$ cat src/rtl/barret_inv_2777_if.sv
// Handshake bundle for the GF(2777) modular-inverse engine: an operand channel
// and a result channel, each with valid/ready.
interface barret_inv_2777_if #(
  parameter int W = 12
);
  logic         in_valid;
  logic         in_ready;
  logic [W-1:0] in_a;
  logic         out_valid;
  logic         out_ready;
  logic [W-1:0] out_inv;
  logic         out_err;

  modport master (
    output in_valid, in_a, out_ready,
    input  in_ready, out_valid, out_inv, out_err
  );

  modport slave (
    input  in_valid, in_a, out_ready,
    output in_ready, out_valid, out_inv, out_err
  );
endinterface

$ cat src/rtl/barret_inv_2777.sv
// Modular inverse over GF(2777) by Fermat exponentiation a^(Q-2), computed
// left-to-right square-and-multiply through one shared Barrett multiplier.
module barret_inv_2777 #(
  parameter int Q  = 2777,
  parameter int MU = 6041,
  parameter int W  = 12
) (
  input  logic            clk,
  input  logic            rst_n,
  barret_inv_2777_if.slave bus
);
  localparam int P  = 2 * W;
  localparam int IW = $clog2(W);
  localparam logic [W-1:0]  EXP  = W'(Q - 2);
  localparam logic [W-1:0]  Q_W  = W'(Q);
  localparam logic [P-1:0]  Q_P  = P'(Q);
  localparam logic [P-1:0]  MU_P = P'(MU);
  localparam logic [IW-1:0] IDX0 = IW'(W - 2);

  typedef enum logic [1:0] {IDLE, SQR, MUL, DONE} state_t;

  state_t        state_q;
  logic [W-1:0]  a_q;
  logic [W-1:0]  r_q;
  logic [IW-1:0] idx_q;
  logic          in_ready_q;
  logic          out_valid_q;
  logic [W-1:0]  out_inv_q;
  logic          out_err_q;

  logic [W-1:0]  a_red_s;
  logic [W-1:0]  mul_y_s;
  logic [W-1:0]  mul_res_s;

  // x*y mod Q; qh is kept at full P bits because it can exceed 2^(P-1).
  function automatic logic [W-1:0] modmul(input logic [W-1:0] x, input logic [W-1:0] y);
    logic [P-1:0] p;
    logic [P-1:0] qh;
    logic [P-1:0] tq;
    logic [P-1:0] rem;
    logic [W-1:0] qv;
    logic [W-1:0] t;
    p   = P'(x) * P'(y);
    qv  = p[P-1:W];
    qh  = P'(qv) * MU_P;
    t   = qh[P-1:W];
    tq  = P'(t) * Q_P;
    rem = p - tq;
    if (rem >= Q_P) begin
      rem = rem - Q_P;
    end else begin
      rem = rem;
    end
    if (rem >= Q_P) begin
      rem = rem - Q_P;
    end else begin
      rem = rem;
    end
    return rem[W-1:0];
  endfunction

  // Operand pre-reduction and multiplier operand selection.
  always_comb begin
    a_red_s   = '0;
    mul_y_s   = r_q;
    mul_res_s = '0;
    if (bus.in_a >= Q_W) begin
      a_red_s = bus.in_a - Q_W;
    end else begin
      a_red_s = bus.in_a;
    end
    if (state_q == MUL) begin
      mul_y_s = a_q;
    end else begin
      mul_y_s = r_q;
    end
    mul_res_s = modmul(r_q, mul_y_s);
  end

  // Control FSM with registered handshake and result outputs.
  always_ff @(posedge clk or negedge rst_n) begin
    if (!rst_n) begin
      state_q     <= IDLE;
      a_q         <= '0;
      r_q         <= '0;
      idx_q       <= '0;
      in_ready_q  <= 1'b1;
      out_valid_q <= 1'b0;
      out_inv_q   <= '0;
      out_err_q   <= 1'b0;
    end else begin
      case (state_q)
        IDLE: begin
          if (bus.in_valid && in_ready_q) begin
            a_q        <= a_red_s;
            r_q        <= a_red_s;
            idx_q      <= IDX0;
            in_ready_q <= 1'b0;
            state_q    <= SQR;
          end else begin
            in_ready_q <= 1'b1;
          end
        end
        SQR: begin
          r_q <= mul_res_s;
          if (EXP[idx_q]) begin
            state_q <= MUL;
          end else if (idx_q == '0) begin
            state_q <= DONE;
          end else begin
            idx_q <= idx_q - IW'(1);
          end
        end
        MUL: begin
          r_q <= mul_res_s;
          if (idx_q == '0) begin
            state_q <= DONE;
          end else begin
            idx_q   <= idx_q - IW'(1);
            state_q <= SQR;
          end
        end
        DONE: begin
          // First DONE cycle publishes the result; later cycles wait for the sink.
          if (!out_valid_q) begin
            out_valid_q <= 1'b1;
            out_inv_q   <= r_q;
            out_err_q   <= (a_q == '0);
          end else if (bus.out_ready) begin
            out_valid_q <= 1'b0;
            in_ready_q  <= 1'b1;
            state_q     <= IDLE;
          end else begin
            out_valid_q <= 1'b1;
          end
        end
        default: begin
          state_q     <= IDLE;
          in_ready_q  <= 1'b1;
          out_valid_q <= 1'b0;
        end
      endcase
    end
  end

  assign bus.in_ready  = in_ready_q;
  assign bus.out_valid = out_valid_q;
  assign bus.out_inv   = out_inv_q;
  assign bus.out_err   = out_err_q;
endmodule

$ cat src/flat_wrapper.sv
// flat-port wrapper written by rule: the top's interface ports become plain ports
module barret_inv_2777_flat 
#(
  parameter int Q  = 2777,
  parameter int MU = 6041,
  parameter int W  = 12
)
  (clk, rst_n, bus_in_valid, bus_in_a, bus_out_ready, bus_in_ready, bus_out_valid, bus_out_inv, bus_out_err);
  barret_inv_2777_if #(.W(W)) bus_i ();
  input  logic clk;
  input  logic rst_n;
  input wire logic [$bits(bus_i.in_valid)-1:0] bus_in_valid;
  input wire logic [$bits(bus_i.in_a)-1:0] bus_in_a;
  input wire logic [$bits(bus_i.out_ready)-1:0] bus_out_ready;
  output wire logic [$bits(bus_i.in_ready)-1:0] bus_in_ready;
  output wire logic [$bits(bus_i.out_valid)-1:0] bus_out_valid;
  output wire logic [$bits(bus_i.out_inv)-1:0] bus_out_inv;
  output wire logic [$bits(bus_i.out_err)-1:0] bus_out_err;
  assign bus_i.in_valid = bus_in_valid;
  assign bus_i.in_a = bus_in_a;
  assign bus_i.out_ready = bus_out_ready;
  assign bus_in_ready = bus_i.in_ready;
  assign bus_out_valid = bus_i.out_valid;
  assign bus_out_inv = bus_i.out_inv;
  assign bus_out_err = bus_i.out_err;
  barret_inv_2777 #(.Q(Q), .MU(MU), .W(W)) u_core (.clk(clk), .rst_n(rst_n), .bus(bus_i));
endmodule
$ cat config.mk
export PLATFORM = sky130hd
export DESIGN_NAME = barret_inv_2777_flat
export DESIGN_NICKNAME = d
export VERILOG_FILES = /design/src/rtl/barret_inv_2777_if.sv /design/src/rtl/barret_inv_2777.sv /design/src/flat_wrapper.sv
export SDC_FILE = /design/constraint.sdc
export NUM_CORES = 1
export LEC_CHECK = 0
export BUFFER_PORTS_ARGS = -buffer_cell sky130_fd_sc_hd__buf_4
export CAP_MARGIN = 20
export CORE_MARGIN = 2
export CORE_UTILIZATION = 59
export DETAILED_ROUTE_END_ITERATION = 10
export PLACE_DENSITY = 0.76
export SYNTH_ARGS = -nofsm -noshare
export SYNTH_HDL_FRONTEND = slang
export SYNTH_SLANG_ARGS = --single-unit
$ cat constraint.sdc
create_clock -name clk -period 20.3 [get_ports clk]
set_input_delay 0 -clock clk [delete_from_list [all_inputs] [get_ports clk]]
set_output_delay 0 -clock clk [all_outputs]
set_load 0.03 [all_outputs]
==> impl_metrics.json, run 1 <==
{
  "worst_path_largest_cell_delay_ns": 0.59,
  "max-clock-path-buffers": 2,
  "io_pins": 31,
  "wl_per_cell_um": 17.0,
  "number_of_fill_cells": 2169,
  "num_antenna_cells": 0,
  "run_status": "finished, final reports clean",
  "wire_length_of_the_first_global_routing_pass_mm": 58.9,
  "ys_seq_elements": 45,
  "timing.final.hold_violations": 0,
  "clock_tree.root_cell": "sky130_fd_sc_hd__clkbuf_16",
  "floorplan.core_area_um2": 25000,
  "setup-violations-final": 0,
  "maxCapViolCount": 0,
  "fmax_ghz": 0.0517,
  "finalNetCount": 2175,
  "postSynthAreaPerCell_um2": 8.61,
  "die_width_um": 163,
  "clkSinkCount": 45,
  "setup_repair_after_global_routing_missed_its_margin": "no",
  "multi_input_comb_area_um2": 12100,
  "seq_area_frac_synth_pct": 7.58,
  "clkLatencyLatePin_ns": 0.30,
  "regArea_um2": 1130,
  "crit_arrival_ns": 19.55,
  "ys_dominant_reg_cell": "sky130_fd_sc_hd__dfrtp_1",
  "timing.final.crit_share_pct": 95.3,
  "first_global_vias": 12000,
  "tritoncts_clock_tree": "done",
  "use_met3_pct": 3.11,
  "utilization_pct": 62.2,
  "worst-slew-pin-transition_ns": 1.06,
  "slew_headroom_pct": 28.7,
  "syn_to_final_growth_pct": 4.41,
  "cp-start-kind": "flip-flop",
  "place_area_um2": 15300,
  "grt_start_max_net_pins": 46,
  "critical-path-slowest-cell": "sky130_fd_sc_hd__nor4_4",
  "timing.critical_path.to_type": "flip-flop",
  "drt_first_iter_violations": 910,
  "initial_core_util_pct": 59.6,
  "layout_commonest_cell": "sky130_fd_sc_hd__inv_1",
  "fin_skew_ns": 0.00997,
  "cts.htree.levels": 2,
  "timing.final.max_slew_violations": 0,
  "finalWorstPathRequiredPeriod_ns": 19.34,
  "postRouteAntennaNets": 0,
  "post-dp-hpwl_mm": 29.2,
  "grt_use_met2_pct": 47.6,
  "synthesis.area_um2": 14900,
  "synth_enable_flop_cells": 0,
  "layoutNonFillerInstCount": 2056,
  "worst_hold_path_type": "input pin to flip-flop",
  "synth.net_count": 2178,
  "fp.dieH_um": 163,
  "gp_congestion": 0.951,
  "viasPerCell": 5.73,
  "crit_fanout": 17,
  "ys_async_sr_fraction_pct": 100,
  "layout-drive-gt1-share_pct": 5.50,
  "timing.critical_path.required_ns": 20.50,
  "path_common_cell": "sky130_fd_sc_hd__inv_1",
  "grt_busiest_layer": "met2",
  "post_cts.repair.setup_buffers": 0,
  "totalWireLength_mm": 34.9,
  "setup-tns-final_ns": 0,
  "cts_inserted_buffers": 5,
  "antenna_found_initial": 1,
  "criticalPathCategory": "flip-flop to flip-flop",
  "design.die.area_um2": 26500,
  "port_buffers": 30,
  "post-route-drc-count": 0,
  "post_synth_num_cell_types": 81,
  "grt_util_met1_pct": 37.6,
  "yosysWarningCount": 0,
  "clkSlewWorstSetupHoldPaths_ns": 0.07,
  "grt.overflow.total": 0,
  "layout_common_cells": "sky130_fd_sc_hd__inv_1 (386), sky130_fd_sc_hd__ha_1 (224), sky130_fd_sc_hd__fa_1 (209)",
  "finish.instance_area_um2": 15500,
  "synthCells": 1728,
  "dpl.cell_count": 2044,
  "vias": 11800,
  "grt_util_all_layers_pct": 27.4,
  "fp-row-count": 58,
  "drt_first_pass_iters": 5
}
[state kept, by name, indices dropped and copies added, names as in the netlist]
signal,count
u_core.bus.in_ready,1
u_core.bus.out_inv,12
u_core.r_q,12
u_core.bus.out_valid,1
u_core.idx_q,4
u_core.a_q,12
u_core.bus.out_err,1
u_core.state_q,2
[cells by family (layout without fill, tap and decap cells)]
kind of cell	count (synthesis)	in the layout	synth area share, %
simple gates	412	412	13.4
xor+xnor	103	103	6.26
fa+ha+maj	434	434	47.1
mux	28	28	2.07
buf+inv	437	435	11.3
compound gates	269	269	12.4
flops	45	45	7.58
[final cells by class]
type,instances,share of cell area [%]
Timing Repair Buffer,40,1.90
Multi-Input combinational cell,1246,77.9
Tap cell,330,2.66
Clock buffer,5,0.806
Clock inverter,3,0.161
Inverter,387,9.36
Sequential cell,45,7.26
[per-stage QoR]
step                setup slack (ns)  hold WS (ns)
floorplan                       2.48        -0.296
global placement               0.938        0.0302
detailed placement             0.298        0.0279
CTS                            0.289        0.0543
global route                  0.0516        0.0793
finish                         0.956        0.0498
[timing repair]
action	in CTS	in global routing
resized for setup	0	4
hold endpoints to repair	44	0
endpoints found under the setup margin	0	12
hold buffers	1	0
[synthesized netlist by cell type, types with 11 or more instances]
library cell               number  share of area [%]
sky130_fd_sc_hd__and3_1        11               0.46
sky130_fd_sc_hd__nand2_1      160                4.0
sky130_fd_sc_hd__clkbuf_1      42                1.1
sky130_fd_sc_hd__mux2_2        22                1.7
sky130_fd_sc_hd__a21oi_1       50                1.7
sky130_fd_sc_hd__xor2_1        34                2.0
sky130_fd_sc_hd__inv_1        386                9.7
sky130_fd_sc_hd__fa_1         209                 28
sky130_fd_sc_hd__xnor2_1       67                3.9
sky130_fd_sc_hd__nand2b_1      11               0.46
sky130_fd_sc_hd__nor3_1        18               0.61
sky130_fd_sc_hd__o21ai_0       60                2.0
sky130_fd_sc_hd__dfrtp_1       44                7.4
sky130_fd_sc_hd__ha_1         225                 19
sky130_fd_sc_hd__nand3_1       28               0.94
sky130_fd_sc_hd__a21o_1        24                1.2
sky130_fd_sc_hd__o21a_1        20                1.0
sky130_fd_sc_hd__nor2_1        71                1.8
sky130_fd_sc_hd__and2_1        64                2.7
[critical path: cells and delay by family (launching register included)]
| kind | cells | cell delay (ns) |
|---|---|---|
| AND/OR/NAND/NOR | 9 | 2.14 |
| flip-flops | 1 | 0.46 |
| XOR/XNOR | 4 | 1.10 |
| adder cells (fa/ha/maj) | 20 | 8.39 |
| buffers and inverters | 15 | 1.38 |
| AO/OA/AOI/OAI | 26 | 5.76 |
[metal layers]
layer / vias up / wire (µm)
li1: 5532 / -
met1: 5797 / 15300
met2: 392 / 17000
met3: 51 / 1930
met4: 0 / 549
met5: - / 0
[worst paths after layout]
path | from | to | slack [ns] | depth (start not counted)
worst max-delay path | u_core.state_q[0]$_DFFE_PN0P_ | u_core.r_q[3]$_DFFE_PN0P_ | 0.96 | 74
worst min register to register | u_core.bus.out_inv[11]$_DFFE_PN0P_ | u_core.bus.out_inv[11]$_DFFE_PN0P_ | 0.50 | 2
min in group asynchronous | rst_n | u_core.idx_q[2]$_DFFE_PN0P_ | 0.24 | 2
worst min-delay path | bus_out_ready | u_core.bus.out_valid$_DFFE_PN0P_ | 0.05 | 3
max in group asynchronous | rst_n | u_core.r_q[11]$_DFFE_PN0P_ | 19.67 | 2
worst max register to register | u_core.state_q[0]$_DFFE_PN0P_ | u_core.r_q[3]$_DFFE_PN0P_ | 0.96 | 74
Power of run 1 is not shown: default switching activity piles up to over one toggle a cycle in this logic, so the estimate is an artifact.
==> run 2: changes to the inputs <==
Settings changed: RECOVER_POWER from default to 50.
==> impl_metrics.json, run 2 (synthesis gave the netlist of run 1 again) <==
{
  "num_antenna_cells": 0,
  "worst_hold_path_type": "input pin to flip-flop",
  "worst-slew-pin-transition_ns": 2.38,
  "clkSlewWorstSetupHoldPaths_ns": 0.07,
  "initial_core_util_pct": 59.6,
  "drt_first_pass_iters": 5,
  "floorplan.core_area_um2": 25000,
  "fp-row-count": 58,
  "timing.critical_path.to_type": "flip-flop",
  "setup-tns-final_ns": 0,
  "grt.overflow.total": 0,
  "first_global_vias": 12000,
  "fp.dieH_um": 163,
  "crit_arrival_ns": 19.54,
  "cts.htree.levels": 2,
  "setup-violations-final": 0,
  "design.die.area_um2": 26500,
  "syn_to_final_growth_pct": 4.21,
  "layout_commonest_cell": "sky130_fd_sc_hd__inv_1",
  "worst_path_largest_cell_delay_ns": 0.58,
  "crit_end": "u_core.r_q[3]$_DFFE_PN0P_",
  "fin_skew_ns": 0.00881,
  "whs_ns": 0.0517,
  "timing.reg2reg.worst_path_depth": 74,
  "fmax_ghz": 0.0517,
  "maxCapViolCount": 1,
  "wl_per_cell_um": 17.0,
  "cp-start-kind": "flip-flop",
  "port_buffers": 30,
  "finalWorstPathRequiredPeriod_ns": 19.33,
  "cts_inserted_buffers": 5,
  "min-delay-start": "bus_out_ready",
  "post_cts.repair.setup_buffers": 0,
  "die_width_um": 163,
  "finalNetCount": 2175,
  "wire_length_of_the_first_global_routing_pass_mm": 58.9,
  "criticalPathCategory": "flip-flop to flip-flop",
  "antenna_found_initial": 1,
  "clock_tree.root_cell": "sky130_fd_sc_hd__clkbuf_16",
  "post-dp-hpwl_mm": 29.2,
  "postRouteAntennaNets": 0,
  "run_status": "finished, violations left",
  "post-route-drc-count": 0,
  "viasPerCell": 5.71,
  "timing.final.crit_share_pct": 95.2,
  "setup_repair_after_global_routing_missed_its_margin": "no",
  "grt_start_max_net_pins": 46,
  "timing.critical_path.required_ns": 20.50,
  "failing_checks": "max-capacitance violations, max-slew violations",
  "drt_first_iter_violations": 915,
  "layout-drive-gt1-share_pct": 5.04,
  "vias": 11700,
  "startpoint_of_the_worst_setup_timing_path": "u_core.state_q[0]$_DFFE_PN0P_",
  "met2_wirelength_mm": 17.1,
  "amount_of_wire_on_met3_after_detailed_routing_mm": 1.94,
  "timing.final.max_slew_violations": 46,
  "layout_common_cells": "sky130_fd_sc_hd__inv_1 (386), sky130_fd_sc_hd__ha_1 (224), sky130_fd_sc_hd__fa_1 (209)",
  "rrSetupSlack_ns": 0.97,
  "tritoncts_clock_tree": "done",
  "clkSinkCount": 45,
  "crit_fanout": 17,
  "r2r_end": "u_core.r_q[3]$_DFFE_PN0P_",
  "totalWireLength_mm": 34.9,
  "wirelength_met1_mm": 15.3,
  "timing.final.hold_violations": 0,
  "clkLatencyLatePin_ns": 0.30,
  "worst_r2r_startpoint": "u_core.state_q[0]$_DFFE_PN0P_",
  "slew_headroom_pct": -58.4,
  "path_common_cell": "sky130_fd_sc_hd__inv_1",
  "io_pins": 31,
  "critical-path-slowest-cell": "sky130_fd_sc_hd__nor4_4",
  "routed.top_layer": "met4",
  "grt_util_all_layers_pct": 27.4,
  "max-clock-path-buffers": 2,
  "gp_congestion": 0.951
}
run 2: cell count changes in the layout (fill, tap and decap cells not counted), sizes merged:
cell / previous run / this run
buf: 39 / 31
clkbuf: 5 / 13
run 2: per-stage QoR:
stage          util [%]  worst slack, ns  std cells  area, µm²
4_1_cts            62.1            0.289       2053      15500
3_5_place_dp       61.4            0.298       2044      15300
3_3_place_gp       61.4            0.938       2044      15300
5_1_grt            62.1           0.0516       2056      15500
6_report           62.1            0.967       2056      15500
2_1_floorplan         -             2.48       1728      14900
run 2: cell type report:
cell class              instances  area (µm²)
well taps                     330         413
clock inverters                 3        25.0
fillers                      2176        9470
flip-flops and latches         45        1130
clock buffers                   5         125
inverters                     387        1450
repair buffers                 40         265
multi-input cells            1246       12100
run 2: worst min path at each step:
stage / endpoint / cells past startpoint / slack, ns
after detailed placement: u_core.idx_q[2]$_DFFE_PN0P_ / 1 / 0.03
after global routing: u_core.bus.out_valid$_DFFE_PN0P_ / 3 / 0.08
final: u_core.bus.out_valid$_DFFE_PN0P_ / 3 / 0.05
after floorplan: u_core.a_q[0]$_DFFE_PN0P_ / 0 / -0.30
after global placement: u_core.idx_q[2]$_DFFE_PN0P_ / 1 / 0.03
after CTS: u_core.bus.out_valid$_DFFE_PN0P_ / 3 / 0.05
run 2: per-layer routing:
layer  vias up  track usage [%]
met1      5781             37.6
met2       366             47.6
met3        52             3.11
li1       5531                -
met5         -                0
met4         0             4.91
run 2: worst max-delay path, delay by kind of cell, from the launching register on:
kind                     cells  cell delay [ns]
AO/OA/AOI/OAI               26             5.76
flip-flops                   1             0.46
XOR/XNOR                     4             1.10
AND/OR/NAND/NOR              9             2.13
buffers and inverters       15             1.38
adder cells (fa/ha/maj)     20             8.39
run 2: repair_timing:
item / CTS / global route
setup endpoints to repair: 0 / 12
hold buffers: 1 / 0
hold endpoints to repair: 44 / 0
gates resized for setup: 0 / 4
Power of run 2 is left out for the same reason.
